$ cat config.mk
export PLATFORM = sky130hd
export DESIGN_NAME = run_ctrl_flat
export DESIGN_NICKNAME = d
export VERILOG_FILES = /design/src/rtl/run_ctrl_pkg.sv /design/src/rtl/run_ctrl_if.sv /design/src/rtl/run_ctrl_sat_cnt.sv /design/src/rtl/run_ctrl.sv /design/src/flat_wrapper.sv
export SDC_FILE = /design/constraint.sdc
export NUM_CORES = 1
export LEC_CHECK = 0
export BUFFER_PORTS_ARGS = -buffer_cell sky130_fd_sc_hd__buf_2
export CAP_MARGIN = 20
export CORE_MARGIN = 4
export CORE_UTILIZATION = 40
export DETAILED_ROUTE_END_ITERATION = 6
export GPL_ROUTABILITY_DRIVEN = 0
export PLACE_DENSITY = 0.72
export SYNTH_ARGS = -nofsm -noshare
export SYNTH_HDL_FRONTEND = slang
export SYNTH_SLANG_ARGS = --single-unit
$ cat constraint.sdc
create_clock -name CLK -period 2.2 [get_ports CLK]
set_input_delay 0.44 -clock CLK [delete_from_list [all_inputs] [get_ports CLK]]
set_output_delay 0.44 -clock CLK [all_outputs]
set_load 0.1 [all_outputs]
$ cat src/rtl/run_ctrl_pkg.sv
// run_ctrl_pkg: shared FSM state type and default widths for run_ctrl.
package run_ctrl_pkg;
    typedef enum logic [2:0] {IDLE, CLEAR, ARMED, RUN, DONE} run_state_t;
    localparam int ADDR_W_DEF = 8;
    localparam int DATA_W_DEF = 8;
    localparam int CNT_W_DEF  = 16;
endpackage

$ cat src/rtl/run_ctrl_if.sv
// run_ctrl_if: host/core launch handshake, clear-sweep write port and status of run_ctrl.
interface run_ctrl_if #(
    parameter int ADDR_W = run_ctrl_pkg::ADDR_W_DEF,
    parameter int DATA_W = run_ctrl_pkg::DATA_W_DEF,
    parameter int CNT_W  = run_ctrl_pkg::CNT_W_DEF
) ();
    logic              start;
    logic              halt_req;
    logic              stall;
    logic              pc_rst;
    logic              run_en;
    logic              halt;
    logic              mem_we;
    logic [ADDR_W-1:0] mem_addr;
    logic [DATA_W-1:0] mem_wdata;
    logic              busy;
    logic [CNT_W-1:0]  cycle_cnt;
    logic [CNT_W-1:0]  instr_cnt;
    logic              wdog_to;

    modport master (
        output start, halt_req, stall,
        input  pc_rst, run_en, halt, mem_we, mem_addr, mem_wdata, busy, cycle_cnt, instr_cnt, wdog_to
    );
    modport slave (
        input  start, halt_req, stall,
        output pc_rst, run_en, halt, mem_we, mem_addr, mem_wdata, busy, cycle_cnt, instr_cnt, wdog_to
    );
endinterface

$ cat src/rtl/run_ctrl_sat_cnt.sv
// sat_cnt: up-counter with synchronous clear and increment enable that sticks at all-ones.
module sat_cnt #(
    parameter int W = 16
) (
    input  logic         clk,
    input  logic         rst_n,
    input  logic         clr,
    input  logic         inc,
    output logic [W-1:0] cnt
);
    logic [W-1:0] cnt_q, cnt_d;

    always_comb cnt_d = clr ? '0 : (inc && cnt_q != '1) ? cnt_q + 1'b1 : cnt_q;

    always_ff @(posedge clk or negedge rst_n) begin
        if (!rst_n) cnt_q <= '0;
        else        cnt_q <= cnt_d;
    end

    assign cnt = cnt_q;
endmodule

$ cat src/rtl/run_ctrl.sv
// run_ctrl: start/halt launch responder; clears data memory, holds then releases the PC, freezes on halt.
// Define RUN_CTRL_WDOG_EN to add a RUN-cycle watchdog that forces halt at WDOG_LIMIT.
module run_ctrl
    import run_ctrl_pkg::*;
#(
    parameter int ADDR_W = ADDR_W_DEF,
    parameter int DATA_W = DATA_W_DEF,
    parameter int CNT_W  = CNT_W_DEF
`ifdef RUN_CTRL_WDOG_EN
    ,
    parameter int unsigned WDOG_LIMIT = 32'hFFFF
`endif
) (
    input logic       CLK,
    input logic       rst_n,
    run_ctrl_if.slave bus
);
    run_state_t        state_q, state_d;
    logic [ADDR_W-1:0] addr_q, addr_d;
    logic              start_q, start_d, pc_rst_q, pc_rst_d, run_en_q, run_en_d, halt_q, halt_d;
    logic              mem_we_q, mem_we_d, busy_q, busy_d, wdog_q, wdog_d;
    logic              rise, halt_go, wdog_hit;
    logic [CNT_W-1:0]  cycle_cnt, instr_cnt;

`ifdef RUN_CTRL_WDOG_EN
    assign wdog_hit = cycle_cnt == CNT_W'(WDOG_LIMIT - 1);
`else
    assign wdog_hit = 1'b0;
`endif

    always_comb begin
        start_d = bus.start;
        rise    = bus.start & ~start_q;
        halt_go = bus.halt_req & ~bus.stall;
        state_d = state_q;
        case (state_q)
            IDLE:    state_d = rise ? CLEAR : IDLE;
            CLEAR:   state_d = (addr_q == '1) ? ARMED : CLEAR;
            ARMED:   state_d = bus.start ? ARMED : RUN;
            RUN:     state_d = rise ? CLEAR : (halt_go || wdog_hit) ? DONE : RUN;
            DONE:    state_d = rise ? CLEAR : DONE;
            default: state_d = IDLE;
        endcase
        // The sweep address wraps to 0 on its last step, so it is 0 again outside CLEAR.
        addr_d   = (state_q == CLEAR) ? addr_q + 1'b1 : '0;
        pc_rst_d = state_d inside {IDLE, CLEAR, ARMED};
        run_en_d = state_d == RUN;
        halt_d   = state_d == DONE;
        mem_we_d = state_d == CLEAR;
        busy_d   = state_d == CLEAR;
        wdog_d   = (state_d == CLEAR) ? 1'b0 :
                   (state_q == RUN && state_d == DONE && !halt_go) ? 1'b1 : wdog_q;
    end

    always_ff @(posedge CLK or negedge rst_n) begin
        if (!rst_n) begin
            state_q  <= IDLE;
            addr_q   <= '0;
            start_q  <= 1'b0;
            pc_rst_q <= 1'b1;
            run_en_q <= 1'b0;
            halt_q   <= 1'b0;
            mem_we_q <= 1'b0;
            busy_q   <= 1'b0;
            wdog_q   <= 1'b0;
        end else begin
            state_q  <= state_d;
            addr_q   <= addr_d;
            start_q  <= start_d;
            pc_rst_q <= pc_rst_d;
            run_en_q <= run_en_d;
            halt_q   <= halt_d;
            mem_we_q <= mem_we_d;
            busy_q   <= busy_d;
            wdog_q   <= wdog_d;
        end
    end

    sat_cnt #(.W(CNT_W)) u_cycle_cnt (
        .clk(CLK), .rst_n(rst_n), .clr(state_d == CLEAR), .inc(state_q == RUN), .cnt(cycle_cnt)
    );
    sat_cnt #(.W(CNT_W)) u_instr_cnt (
        .clk(CLK), .rst_n(rst_n), .clr(state_d == CLEAR), .inc(state_q == RUN && !bus.stall), .cnt(instr_cnt)
    );

    assign bus.pc_rst    = pc_rst_q;
    assign bus.run_en    = run_en_q;
    assign bus.halt      = halt_q;
    assign bus.mem_we    = mem_we_q;
    assign bus.mem_addr  = addr_q;
    assign bus.mem_wdata = DATA_W'(0);
    assign bus.busy      = busy_q;
    assign bus.cycle_cnt = cycle_cnt;
    assign bus.instr_cnt = instr_cnt;
    assign bus.wdog_to   = wdog_q;
endmodule

$ cat src/flat_wrapper.sv
// flat-port wrapper written by rule: the top's interface ports become plain ports
module run_ctrl_flat import run_ctrl_pkg::*;
#(
    parameter int ADDR_W = ADDR_W_DEF,
    parameter int DATA_W = DATA_W_DEF,
    parameter int CNT_W  = CNT_W_DEF

)
  (CLK, rst_n, bus_start, bus_halt_req, bus_stall, bus_pc_rst, bus_run_en, bus_halt, bus_mem_we, bus_mem_addr, bus_mem_wdata, bus_busy, bus_cycle_cnt, bus_instr_cnt, bus_wdog_to);
  run_ctrl_if #(.ADDR_W(ADDR_W), .DATA_W(DATA_W), .CNT_W(CNT_W)) bus_i ();
  input logic CLK;
  input logic rst_n;
  input wire logic [$bits(bus_i.start)-1:0] bus_start;
  input wire logic [$bits(bus_i.halt_req)-1:0] bus_halt_req;
  input wire logic [$bits(bus_i.stall)-1:0] bus_stall;
  output wire logic [$bits(bus_i.pc_rst)-1:0] bus_pc_rst;
  output wire logic [$bits(bus_i.run_en)-1:0] bus_run_en;
  output wire logic [$bits(bus_i.halt)-1:0] bus_halt;
  output wire logic [$bits(bus_i.mem_we)-1:0] bus_mem_we;
  output wire logic [$bits(bus_i.mem_addr)-1:0] bus_mem_addr;
  output wire logic [$bits(bus_i.mem_wdata)-1:0] bus_mem_wdata;
  output wire logic [$bits(bus_i.busy)-1:0] bus_busy;
  output wire logic [$bits(bus_i.cycle_cnt)-1:0] bus_cycle_cnt;
  output wire logic [$bits(bus_i.instr_cnt)-1:0] bus_instr_cnt;
  output wire logic [$bits(bus_i.wdog_to)-1:0] bus_wdog_to;
  assign bus_i.start = bus_start;
  assign bus_i.halt_req = bus_halt_req;
  assign bus_i.stall = bus_stall;
  assign bus_pc_rst = bus_i.pc_rst;
  assign bus_run_en = bus_i.run_en;
  assign bus_halt = bus_i.halt;
  assign bus_mem_we = bus_i.mem_we;
  assign bus_mem_addr = bus_i.mem_addr;
  assign bus_mem_wdata = bus_i.mem_wdata;
  assign bus_busy = bus_i.busy;
  assign bus_cycle_cnt = bus_i.cycle_cnt;
  assign bus_instr_cnt = bus_i.instr_cnt;
  assign bus_wdog_to = bus_i.wdog_to;
  run_ctrl #(.ADDR_W(ADDR_W), .DATA_W(DATA_W), .CNT_W(CNT_W)) u_core (.CLK(CLK), .rst_n(rst_n), .bus(bus_i));
endmodule
After elaboration in Yosys (flattened, before gate mapping). Index checks and enable logic that the tools add are counted.

Flip-flop bits (word level): 49. Input bits: 5. Memories kept: 0. Latch bits: 0. RAM bits: 0. Logic and storage cells: 55. Bits in read-only memories: 0. Output and inout bits: 54.

Muxes and demuxes: 14. Add/sub/neg operators: 3. Reductions and logical operators: 13. Shifts and indexed selects: 0. Order comparisons: 0. Bitwise operators: 4. Eq/ne operators: 11. Div/mod/pow operators: 0. $mul: 0.

Operators by type and width (number): $mux 16 (4); $add 16x1->16 const B (2); $ne 16x16->1 const B (2); $pmux 3 s5 (1); $eq 3x2->1 const B (4); $mux 3 (3); $add 8x1->8 const B (1); $eq 8x8->1 const B (1); $mux 8 (1); $eq 3x1->1 const B (2); $eq 3x3->1 const B (2); $logic_not 3->1 (2); $reduce_bool 2->1 (3); $logic_and 1x1->1 (5); $mux 1 (4); $reduce_bool 3->1 (1); $and 1x1->1 (2); $logic_not 1->1 (2); $mux 2 (1); $not 1->1 (2).

Depth between registers and ports, before layout.
Depth after elaboration: 10. Depth in mapped cells: 7. Gate-level depth less buffers: 6.

Modules after synthesis. From an unflattened synthesis, not the netlist that was laid out.

Cell total of the unflattened synthesis: 272. Area, all modules: 2701.3 µm².

Modules (own cells, without submodules): sat_cnt (area an instance 942.2 µm², seq. area each 400.4 µm², instances 2, cells an instance 98); run_ctrl (area an instance 817.0 µm², seq. area each 426.7 µm², instances 1, cells an instance 76).

Worst setup path before layout. No wires, ideal clock.

Kind: flip-flop to flip-flop. Start point: register u_core.addr_q[0], in the netlist u_core.bus.mem_addr[0]. End point: register u_core.u_cycle_cnt.cnt_q[13], in the netlist u_core.u_cycle_cnt.cnt[13]. Stages on the path, launching flop included: 8. Required time: 2019 ps. Path buffers: 1. Arrival time: 2168 ps. Path slack: -149 ps. Path through: dfrtp_1 > ha_1 > and3_1 > and3_1 > o221a_4 > nor2_4 > buf_6 > a311oi_1.

Word-level cells in the longest chain between the ends: 5. Elaborated cells on any way between the ends: 6. Classes of those cells: 2 x eq/ne; 3 x mux; 1 x reduce/logical.

RTL lines: start, declared (RTL line run_ctrl.sv:19) `logic [ADDR_W-1:0] addr_q, addr_d;`; start signal, assigned (RTL line run_ctrl.sv:68) `addr_q <= addr_d;`; $eq 8x8->1 * (RTL line run_ctrl.sv:38) `CLEAR: state_d = (addr_q == '1) ? ARMED : CLEAR;`; $mux 2 * (RTL line run_ctrl.sv:38); $pmux 3 s5 * (RTL line run_ctrl.sv:36) `case (state_q)`; $eq 3x1->1 * (RTL line run_ctrl.sv:80) `.clk(CLK), .rst_n(rst_n), .clr(state_d == CLEAR), .inc(state_q == RUN), .cnt(cycle_cnt)`; $mux 16 or $reduce_bool 2->1 (tied branches); end signal, assigned (RTL line run_ctrl_sat_cnt.sv:17) `else cnt_q <= cnt_d;`; end, declared (RTL line run_ctrl_sat_cnt.sv:11) `logic [W-1:0] cnt_q, cnt_d;`.

Mark *: on every way between the ends. The rest lies on a longest branch, timed or not. A chain may end at the register's enable or synchronous reset.

Final worst setup path.
Start point: register u_core.addr_q[0], in the netlist u_core.bus.mem_addr[0]. End point: register u_core.u_cycle_cnt.cnt_q[10], in the netlist u_core.u_cycle_cnt.cnt[10].

Same word-level chain as after synthesis.

==> run summary <==
* status: finished clean
* length in cells of the worst reg-to-reg path: 7
* MaxCap Viol Count: 0
* Final period util: 84.9%
* initial antenna violation count: 0
* HPWL after detailed placement: 3830 um
* power density of the placed cells: 555 mW/mm^2
* global routing usage on met3: 3.07%
* reg-to-reg slack, setup: 330 ps
* setup TNS: 0 ps
* routed vias/inst: 5.17
* sequential element share of the synthesized area: 47.5%
* routing usage on met2: 23.7%
* Synth area leaders: dfrtp_1 47%, xor2_1 7.1%, nor2_1 6.1%
* setup repair after global routing missed its margin: false
* count of H-tree levels built during CTS: 2
* sum of internal, switching and leakage power: 1.66 mW
* buffer count from post-CTS setup fixing: 0
* Peak VDD IR: 0.361 mV
* most common library cell in the layout ignoring fill and taps: buf_2
* post-synthesis cell type with the largest combined area: dfrtp_1
* Via Count: 1987
* type of the worst setup path: register to register
* Compound-Gate Fraction of Synth Area: 7.61%
* clock-pin slew reported for the worst setup and hold paths after clock tree synthesis: 100 ps
* post-DR wirelength/cell: 13.7 um
* floorplan die height: 88.4 um
* DRC: 0
* adder-cell area share of the yosys netlist: 1.45%
* register bit count reported by yosys: 49
* via count of the first global-routing pass: 1909
* layer with the highest usage: met2
* Post-CTS Hold Fix Bufs: 0
* global-route usage over all layers: 14.4%
* final critical delay including setup and external delays: 1870 ps
* number of core rows: 29
* required time at the endpoint of the critical path: 2360 ps
* met1 Usage GRT: 19.2%
* largest family of logic cells by synthesized area: simple AND/OR/NAND/NOR gates
* worst setup path startpoint: u_core.bus.mem_addr[0]
* Top FF cell, synth: dfrtp_1
* number of different library cells in the post-synthesis netlist: 47
* Max Clk Rate: 0.535 GHz
* kind of launch point of the worst setup path: register
* number of ports placed on the die boundary: 59
* average cell area after synthesis: 10.2 um^2
* hold violation count in the final report: 0
* proportion of netlist area held by the largest area contributor: 46.5%
* count of routing violations after the opening detailed-route iteration: 101
* cts bufs inserted: 5
* Post-CTS Resized: 0
* critical path data arrival time: 2030 ps
* full die area: 0.00781 mm^2
* first-pass GRT wire length: 9040 um
* # setup viols final: 0
* mapped cell area: 0.00258 mm^2
* filler cell count in the final layout: 615
* buffer depth of the longest clock path: 2
* Crit. End Element: register
* Initial Util: 40.9%
* Rel. slew slack: 65.7%
* x dimension of the die: 88.4 um
* RR Endpoint: u_core.u_cycle_cnt.cnt[10]
* first-pass detailed-route iteration total: 4
* peak fanout along the critical path: 18
* drt total wl: 5270 um
* CTS Sinks: 49
* CTS tree: built
* simple-gate share of the synthesized area: 27.9%
* I/O Buffers: 50
* core area: 0.00631 mm^2
* antenna cell count: 0
* maximum number of pins on one net before global-route repair: 29
* layout net count: 314
* growth of design area from synthesis to finish: 16.2%
* Antenna Violating Nets Remaining: 0
* clock tree root buffer cell: clkbuf_8
* leakage power figure: 1.39 nW
* mux share of post-synthesis cell area: 1.16%
* share of the synthesized netlist area taken by xor and xnor gates: 8.82%
* most frequent cells in the layout: 50 x buf_2, 42 x nor2_1, 42 x dfrtp_1
* Fin Clk Skew: 13.2 ps
* source of the worst register-to-register timing path: u_core.bus.mem_addr[0]
* fraction of final layout cells with drive strength greater than 1: 27.7%
* number of enable-type register cells in the synthesized netlist: 0
* Min-Delay Path Class: input pin to asynchronous set/reset pin
* transition time at the pin with the least slew margin: 515 ps
* end of the critical path: u_core.u_cycle_cnt.cnt[10]
* clock latency at the later pin of the worst-skew pair: 300 ps
* yosys warns: 0
* synthesized instance count: 253
* share of async-settable or async-resettable flops after synthesis: 100%
* total gr overflow: 0
* max-slew violation count: 0
==> state kept, by name, indices dropped and copies added, names as in the netlist <==
signal / flops
u_core.bus.run_en: 1
u_core.state_q: 3
u_core.bus.mem_addr: 8
u_core.u_instr_cnt.cnt: 16
u_core.bus.pc_rst: 1
u_core.bus.halt: 1
u_core.bus.wdog_to: 1
u_core.start_q: 1
u_core.bus.mem_we: 1
u_core.u_cycle_cnt.cnt: 16
==> power by group <==
| group | switching (mW) | total, mW | internal, mW |
|---|---|---|---|
| logic | 0.0824 | 0.0909 | 0.00853 |
| registers | 0.000443 | 0.901 | 0.901 |
| clock network | 0.303 | 0.673 | 0.370 |
==> per-stage QoR <==
step                      setup WS [ps]  hold slack, ps  area, um^2  utilization, %  std cells
after global placement              386             441        2880            45.6        376
after detailed placement            354             447        2880            45.6        376
after floorplan                    17.5             144        2620               -        260
after global routing                224             134        3000            47.5        384
after CTS                           322             113        3000            47.5        384
final                               331             100        3000            47.5        384
==> cell usage after synthesis, drive strengths merged (2+ instances only) <==
cell type	number
buf	13
mux2i	3
xor2	21
a21oi	3
dfrtp	48
nor4	2
nand2	12
ha	3
xnor2	5
and4	8
and2	4
o211ai	3
nand3b	3
and3	11
nor2	44
a31oi	2
nand4	9
nor3b	2
inv	6
o21ai	8
nor2b	5
nand3	17
a311oi	4
nor3	4
==> worst max-delay path, cell delays in order, from the launching register on <==
cell      delay [ps]
dfrtp_2          430
ha_1             220
and3_1           210
and3_1           200
o221a_4          260
nor2_4           100
buf_4            230
a311oi_1          60
==> cells by family (layout without fill, tap and decap cells) <==
family	Yosys count	count (layout)
buf+inv	20	67
mux	3	3
fa+ha+maj	3	3
compound gates	26	26
xor+xnor	26	26
simple gates	125	125
other cells	1	8
flops	49	49
==> worst min-delay path by stage <==
| stage | start | to | slack, ps |
|---|---|---|---|
| after floorplan | rst_n | u_core.bus.halt | 140 |
| after global placement | rst_n | u_core.bus.mem_addr[3] | 440 |
| after detailed placement | rst_n | u_core.bus.mem_addr[3] | 450 |
| after CTS | rst_n | u_core.u_instr_cnt.cnt[5] | 110 |
| after global routing | rst_n | u_core.u_instr_cnt.cnt[5] | 130 |
| final | rst_n | u_core.bus.mem_addr[6] | 100 |
==> cell type report <==
| type | instances | area [um^2] | area share [%] |
|---|---|---|---|
| clock buffers | 6 | 82.6 | 2.75 |
| clock inverters | 2 | 37.5 | 1.25 |
| inverters | 6 | 22.5 | 0.750 |
| multi-input cells | 191 | 1240 | 41.4 |
| flip-flops and latches | 49 | 1230 | 41.1 |
| well taps | 77 | 96.3 | 3.21 |
| repair buffers | 53 | 285 | 9.50 |
==> layer usage <==
metal  part of all wire (%)  wire length (um)
met4                   0.44                23
met5                      0                 0
met1                     47              2460
met3                    4.5               236
met2                     48              2550
No activity file was read; power rests on OpenSTA's default activity.
